File: src/rtl/sc_micro_sequencer.sv
// sc_micro_sequencer
//   Microprogram sequencer sitting behind the instruction register. Every
//   falling edge of SC_MicroSeq_CLOCK_50 it picks the next control-store
//   address from: increment, unconditional jump, flag/BIT13-conditional jump,
//   or opcode decode. Undefined opcodes are redirected to TRAP_ADDR and latch
//   a sticky illegal-opcode flag.
//
//   Ports
//     SC_MicroSeq_CLOCK_50      in   system clock, state changes on falling edge
//     SC_MicroSeq_Reset_InHigh  in   synchronous reset, active-high, beats Hold
//     SC_MicroSeq_Hold_InHigh   in   freeze all state (memory wait)
//     SC_MicroSeq_COND          in   microword branch condition
//     SC_MicroSeq_JUMPADDR      in   microword jump target
//     SC_MicroSeq_OP/OP2/OP3    in   IR[31:30] / IR[24:22] / IR[24:19]
//     SC_MicroSeq_BIT13         in   IR[13]
//     SC_MicroSeq_PSR_NZVC      in   PSR flags {N,Z,V,C}
//     SC_MicroSeq_CSAI_Out      out  current control-store address
//     SC_MicroSeq_Taken_Out     out  last update left the sequential path
//     SC_MicroSeq_IllegalOp_Out out  sticky illegal-opcode flag
//
//   Next-address selection (COND)
//     cond | meaning
//     000  | CSAI+1
//     001  | N     ? JUMPADDR : CSAI+1
//     010  | Z     ? JUMPADDR : CSAI+1
//     011  | V     ? JUMPADDR : CSAI+1
//     100  | C     ? JUMPADDR : CSAI+1
//     101  | BIT13 ? JUMPADDR : CSAI+1
//     110  | JUMPADDR
//     111  | opcode decode (or TRAP_ADDR for an illegal opcode)

module sc_micro_sequencer #(
  parameter int                   ADDRWIDTH  = 11,
  parameter logic [ADDRWIDTH-1:0] RESET_ADDR = 11'h000,
  parameter logic [ADDRWIDTH-1:0] TRAP_ADDR  = 11'h7FC
) (
  input  logic                 SC_MicroSeq_CLOCK_50,
  input  logic                 SC_MicroSeq_Reset_InHigh,
  input  logic                 SC_MicroSeq_Hold_InHigh,
  input  logic [2:0]           SC_MicroSeq_COND,
  input  logic [ADDRWIDTH-1:0] SC_MicroSeq_JUMPADDR,
  input  logic [1:0]           SC_MicroSeq_OP,
  input  logic [2:0]           SC_MicroSeq_OP2,
  input  logic [5:0]           SC_MicroSeq_OP3,
  input  logic                 SC_MicroSeq_BIT13,
  input  logic [3:0]           SC_MicroSeq_PSR_NZVC,
  output logic [ADDRWIDTH-1:0] SC_MicroSeq_CSAI_Out,
  output logic                 SC_MicroSeq_Taken_Out,
  output logic                 SC_MicroSeq_IllegalOp_Out
);

  typedef enum logic [2:0] {
    CondInc   = 3'b000,
    CondN     = 3'b001,
    CondZ     = 3'b010,
    CondV     = 3'b011,
    CondC     = 3'b100,
    CondBit13 = 3'b101,
    CondJump  = 3'b110,
    CondDec   = 3'b111
  } condT;

  condT                 condSel;
  logic [ADDRWIDTH-1:0] seqAddr;
  logic [5:0]           decodeField;
  logic [10:0]          decodeAddr;
  logic                 illegalOp;
  logic                 branchTest;
  logic [ADDRWIDTH-1:0] nextAddr;
  logic                 nextTaken;

  assign condSel = condT'(SC_MicroSeq_COND);

  // Natural wrap of the adder gives the modulo-2^ADDRWIDTH increment.
  assign seqAddr = SC_MicroSeq_CSAI_Out + 1'b1;

  // Only the two format-2 opcodes (OP2 = 010, 100) are defined for OP=00.
  assign illegalOp = (SC_MicroSeq_OP == 2'b00) &&
                     (SC_MicroSeq_OP2 != 3'b010) && (SC_MicroSeq_OP2 != 3'b100);

  always_comb begin
    decodeField = 6'b000000;
    case (SC_MicroSeq_OP)
      2'b00:   decodeField = {SC_MicroSeq_OP2, 3'b000};
      2'b01:   decodeField = 6'b000000;
      default: decodeField = SC_MicroSeq_OP3;
    endcase
  end

  // Decode entries live in the upper half of the control store, 4 words apart.
  assign decodeAddr = {1'b1, SC_MicroSeq_OP, decodeField, 2'b00};

  always_comb begin
    branchTest = 1'b0;
    case (condSel)
      CondN:     branchTest = SC_MicroSeq_PSR_NZVC[3];
      CondZ:     branchTest = SC_MicroSeq_PSR_NZVC[2];
      CondV:     branchTest = SC_MicroSeq_PSR_NZVC[1];
      CondC:     branchTest = SC_MicroSeq_PSR_NZVC[0];
      CondBit13: branchTest = SC_MicroSeq_BIT13;
      CondJump:  branchTest = 1'b1;
      default:   branchTest = 1'b0;
    endcase
  end

  always_comb begin
    nextAddr  = seqAddr;
    nextTaken = 1'b0;
    if (condSel == CondDec) begin
      nextAddr  = illegalOp ? TRAP_ADDR : ADDRWIDTH'(decodeAddr);
      nextTaken = 1'b1;
    end else if (branchTest) begin
      nextAddr  = SC_MicroSeq_JUMPADDR;
      nextTaken = 1'b1;
    end
  end

  always_ff @(negedge SC_MicroSeq_CLOCK_50) begin
    if (SC_MicroSeq_Reset_InHigh) begin
      SC_MicroSeq_CSAI_Out      <= RESET_ADDR;
      SC_MicroSeq_Taken_Out     <= 1'b0;
      SC_MicroSeq_IllegalOp_Out <= 1'b0;
    end else if (!SC_MicroSeq_Hold_InHigh) begin
      SC_MicroSeq_CSAI_Out  <= nextAddr;
      SC_MicroSeq_Taken_Out <= nextTaken;
      if ((condSel == CondDec) && illegalOp)
        SC_MicroSeq_IllegalOp_Out <= 1'b1;
    end
  end

endmodule
File: config.mk
export PLATFORM = sky130hd
export DESIGN_NAME = sc_micro_sequencer
export DESIGN_NICKNAME = d
export VERILOG_FILES = /design/src/rtl/sc_micro_sequencer.sv
export SDC_FILE = /design/constraint.sdc
export NUM_CORES = 1
export LEC_CHECK = 0
export ABC_AREA = 1
export BUFFER_PORTS_ARGS = -buffer_cell sky130_fd_sc_hd__buf_4
export CORE_MARGIN = 2
export CORE_UTILIZATION = 47
export DETAILED_ROUTE_END_ITERATION = 7
export PLACE_DENSITY = 0.86
export SKIP_CTS_REPAIR_TIMING = 1
export SLEW_MARGIN = 20
export SYNTH_ARGS = -nofsm -noshare
export SYNTH_HDL_FRONTEND = slang
export SYNTH_SLANG_ARGS = --single-unit
export TNS_END_PERCENT = 20
File: constraint.sdc
create_clock -name SC_MicroSeq_CLOCK_50 -period 1.5 [get_ports SC_MicroSeq_CLOCK_50]
set_input_delay 0.15 -clock SC_MicroSeq_CLOCK_50 [delete_from_list [all_inputs] [get_ports SC_MicroSeq_CLOCK_50]]
set_output_delay 0.15 -clock SC_MicroSeq_CLOCK_50 [all_outputs]
set_load 0.02 [all_outputs]
# Word level (Yosys, flattened, before mapping)
# Cells that the tools add are included.
word_totals:
  wordCells: 27
  regBits: 13
  out_inout_bits: 13
  inputBits: 33
classes:
  reduce_logical: 5
  mux: 7
  eq_ne: 10
  bitwise_logic: 1
  add_sub_neg: 1
op_table:
  columns: ["cell", "n"]
  rows:
  - ["two-way mux 11 bit", 2]
  - ["== test 3 bit (second input constant)", 4]
  - ["one-hot mux 6 bit (2 select lines)", 1]
  - ["adder 11 x 1 -> 11 bit (second input constant)", 1]
  - ["two-way mux 10 bit", 1]
  - ["== test 3 x 2 -> 1 bit (second input constant)", 2]
  - ["one-hot mux 1 bit (6 select lines)", 1]
  - ["== test 3 x 1 -> 1 bit (second input constant)", 1]
  - ["logical AND 1 bit", 3]
  - ["!= test 3 x 2 -> 1 bit (second input constant)", 1]
  - ["!= test 3 bit (second input constant)", 1]
  - ["== test 2 x 1 -> 1 bit (second input constant)", 1]
  - ["logical NOT 2 bit", 1]
  - ["two-way mux 1 bit", 2]
  - ["AND reduction 2 bit", 1]
  - ["NOT 1 bit", 1]

# Depth between registers and ports, before layout
depth:
  ltp_word: 5
  mapped_depth: 10

==> impl_metrics.ini <==
[sta]
skew_ns = 0.0321
final.setup.tns_ns = -3.46
rsz0062_at_grt = yes
worstMarginPinSlew_ns = 0.400
drv_slew = 0
hold_violations = 0
whs_ns = 0.476
relSlewSlack_pct = 73.2
setup_viol = 23
setup_ws_ns = -0.255

[placed_design]
port_buffers = 45
place_area_um2 = 1670
routabilityCongestion = 0.900
place_inst = 285
hpwl_mm = 2.71
dp_slack_ns = -0.496

[critical_path]
worst_r2r_path_depth = 11
reg2reg_from = SC_MicroSeq_CSAI_Out[0]
path_class = reg -> out
path_max_fanout = 4
slowest_delay_ns = 0.36
critPathLaunch = SC_MicroSeq_CSAI_Out[1]
endpoint_kind = output pin
critPathBufInv = 1
critPathRequiredTime_ns = 1.35
critPathArrivalTime_ns = 1.61
crit_family = flip-flops
crit_slowest_cell = dfxtp_2
r2r_slack_ns = -0.11
cp_cell_sequence = buf_6
start_kind = register
cp.depth = 1

[global_route]
gr-total-overflow = 0
grt_antenna_before_repair = 0
grt_pass1_vias = 1444
grt_usage_pct = 28.9
grt_pass1_wl_mm = 5.91
grt_max_degree = 13

[job]
cap_violations = 0

[die]
io_pins = 46
die_x_um = 52.3
core_region_area_um2 = 2210
num_rows = 17
initial_utilization_pct = 49.7
dieArea_um2 = 2740
die_y_um = 52.3

[logic_synthesis]
ys_seq_elements = 13
syn_nets = 224
ys_seq_area_share_pct = 23.7
ys_warn_count = 0
avgSynthCellArea_um2 = 5.78
netlist_instances = 190
synthesis.area_um2 = 1100
synth_cell_type_count = 25

[detailed_routing]
vias_per_cell = 5.42
dr.pass1.iters = 4
drc = 0
num_vias = 1665
first_iter_violations = 75
wire_per_inst_um = 13.9
postRouteAntennaNets = 0
postRouteWirelength_mm = 4.27

[min_path]
hold_path.class = reg -> reg
hp-start = SC_MicroSeq_IllegalOp_Out
hold_depth = 2

[cells_and_area]
final_nets = 314
final_cells = 307
fin_area_um2 = 1900
mostFrequentLayoutCells = buf_4, nand2_1, inv_1
post-route-util_pct = 86.0
layout-drive-gt1-share_pct = 41.6
final_common_cell = buf_4
area_growth_pct = 73.2
n_antenna_cell = 0

[power]
power_density_nw_per_um2 = 682
ir_drop_mv = 0.769
p_clk_share_pct = 30.1
switchingPower_mw = 0.527
p_comb_share_pct = 39.0
leakagePower_nw = 1.01
swShare_pct = 40.6
seq_power_share_pct = 30.9
total_power_mw = 1.30
internal-power_mw = 0.772

[clock_tree]
insertion_delay_ns = 0.37
htree_levels = 1
cts.path.max_buffers = 2
cts.clk_slew.worst_paths_ns = 0.05
cts_made_buffers = 3
cts_tree = built
cts-root-buf = clkbuf_4
clkSinkCount = 13

[run_status]
violations = setup timing
status = complete, but fails checks
final cells by class:
class	count	area (um^2)
fill	129	309
clock inverter	14	52.6
multi-input combinational	142	754
sequential	13	279
tap	28	35.0
inverter	30	113
clock buffer	3	22.5
timing repair buffer	77	647
synthesized netlist by cell type, drive strengths merged:
cell type	number	share of area (%)
nand2	65	23
inv	31	11
nand3	21	10
nor2	17	7.9
a21oi	14	6.4
dfxtp	13	24
nand4	5	2.8
o21ai	5	2.6
a22oi	3	2.0
buf	3	1.9
a21boi	2	1.4
nor3	2	0.91
xnor2	2	1.6
xor2	2	1.6
clkbuf	1	0.34
ha	1	1.1
nand3b	1	0.68
o21bai	1	0.68
o22ai	1	0.57
registers in the layout, indices dropped and copies added (netlist names):
| name | flops |
|---|---|
| SC_MicroSeq_CSAI_Out | 11 |
| SC_MicroSeq_Taken_Out | 1 |
| SC_MicroSeq_IllegalOp_Out | 1 |
metal layers:
layer  global-route usage (%)  wire length (um)  vias up
met5                        0                 0        -
met4                     9.83               106        0
met3                     8.29               315       15
met2                     47.9              2210       93
met1                     35.4              1640      774
li1                         -                 -      783
final timing paths:
check	endpoint
worst max-delay path	SC_MicroSeq_CSAI_Out[1]
worst min-delay path	SC_MicroSeq_IllegalOp_Out
worst max register to register	SC_MicroSeq_CSAI_Out[6]
worst min register to register	SC_MicroSeq_IllegalOp_Out
power groups by stage:
stage	registers (mW)	clock network [mW]	logic, mW
3_5_place_dp	0.398	0.0573	0.432
4_1_cts	0.393	0.393	0.434
3_3_place_gp	0.396	0.0573	0.422
5_1_grt	0.403	0.419	0.544
6_report	0.402	0.391	0.506
2_1_floorplan	0.438	0.0573	0.178
kinds of logic after synthesis:
kind of cell	share of synthesized area (%)
AO/OA/AOI/OAI	13.7
flip-flops	23.7
AND/OR/NAND/NOR	45.4
XOR/XNOR	3.19
adder cells (fa/ha/maj)	1.14
buffers and inverters	12.9
worst min-delay path, stage by stage (launching register included):
cell and delay (ns):
dfxtp_2 0.32, nor2_1 0.05, nor2_1 0.07
Power figures use the tool's default switching activity.
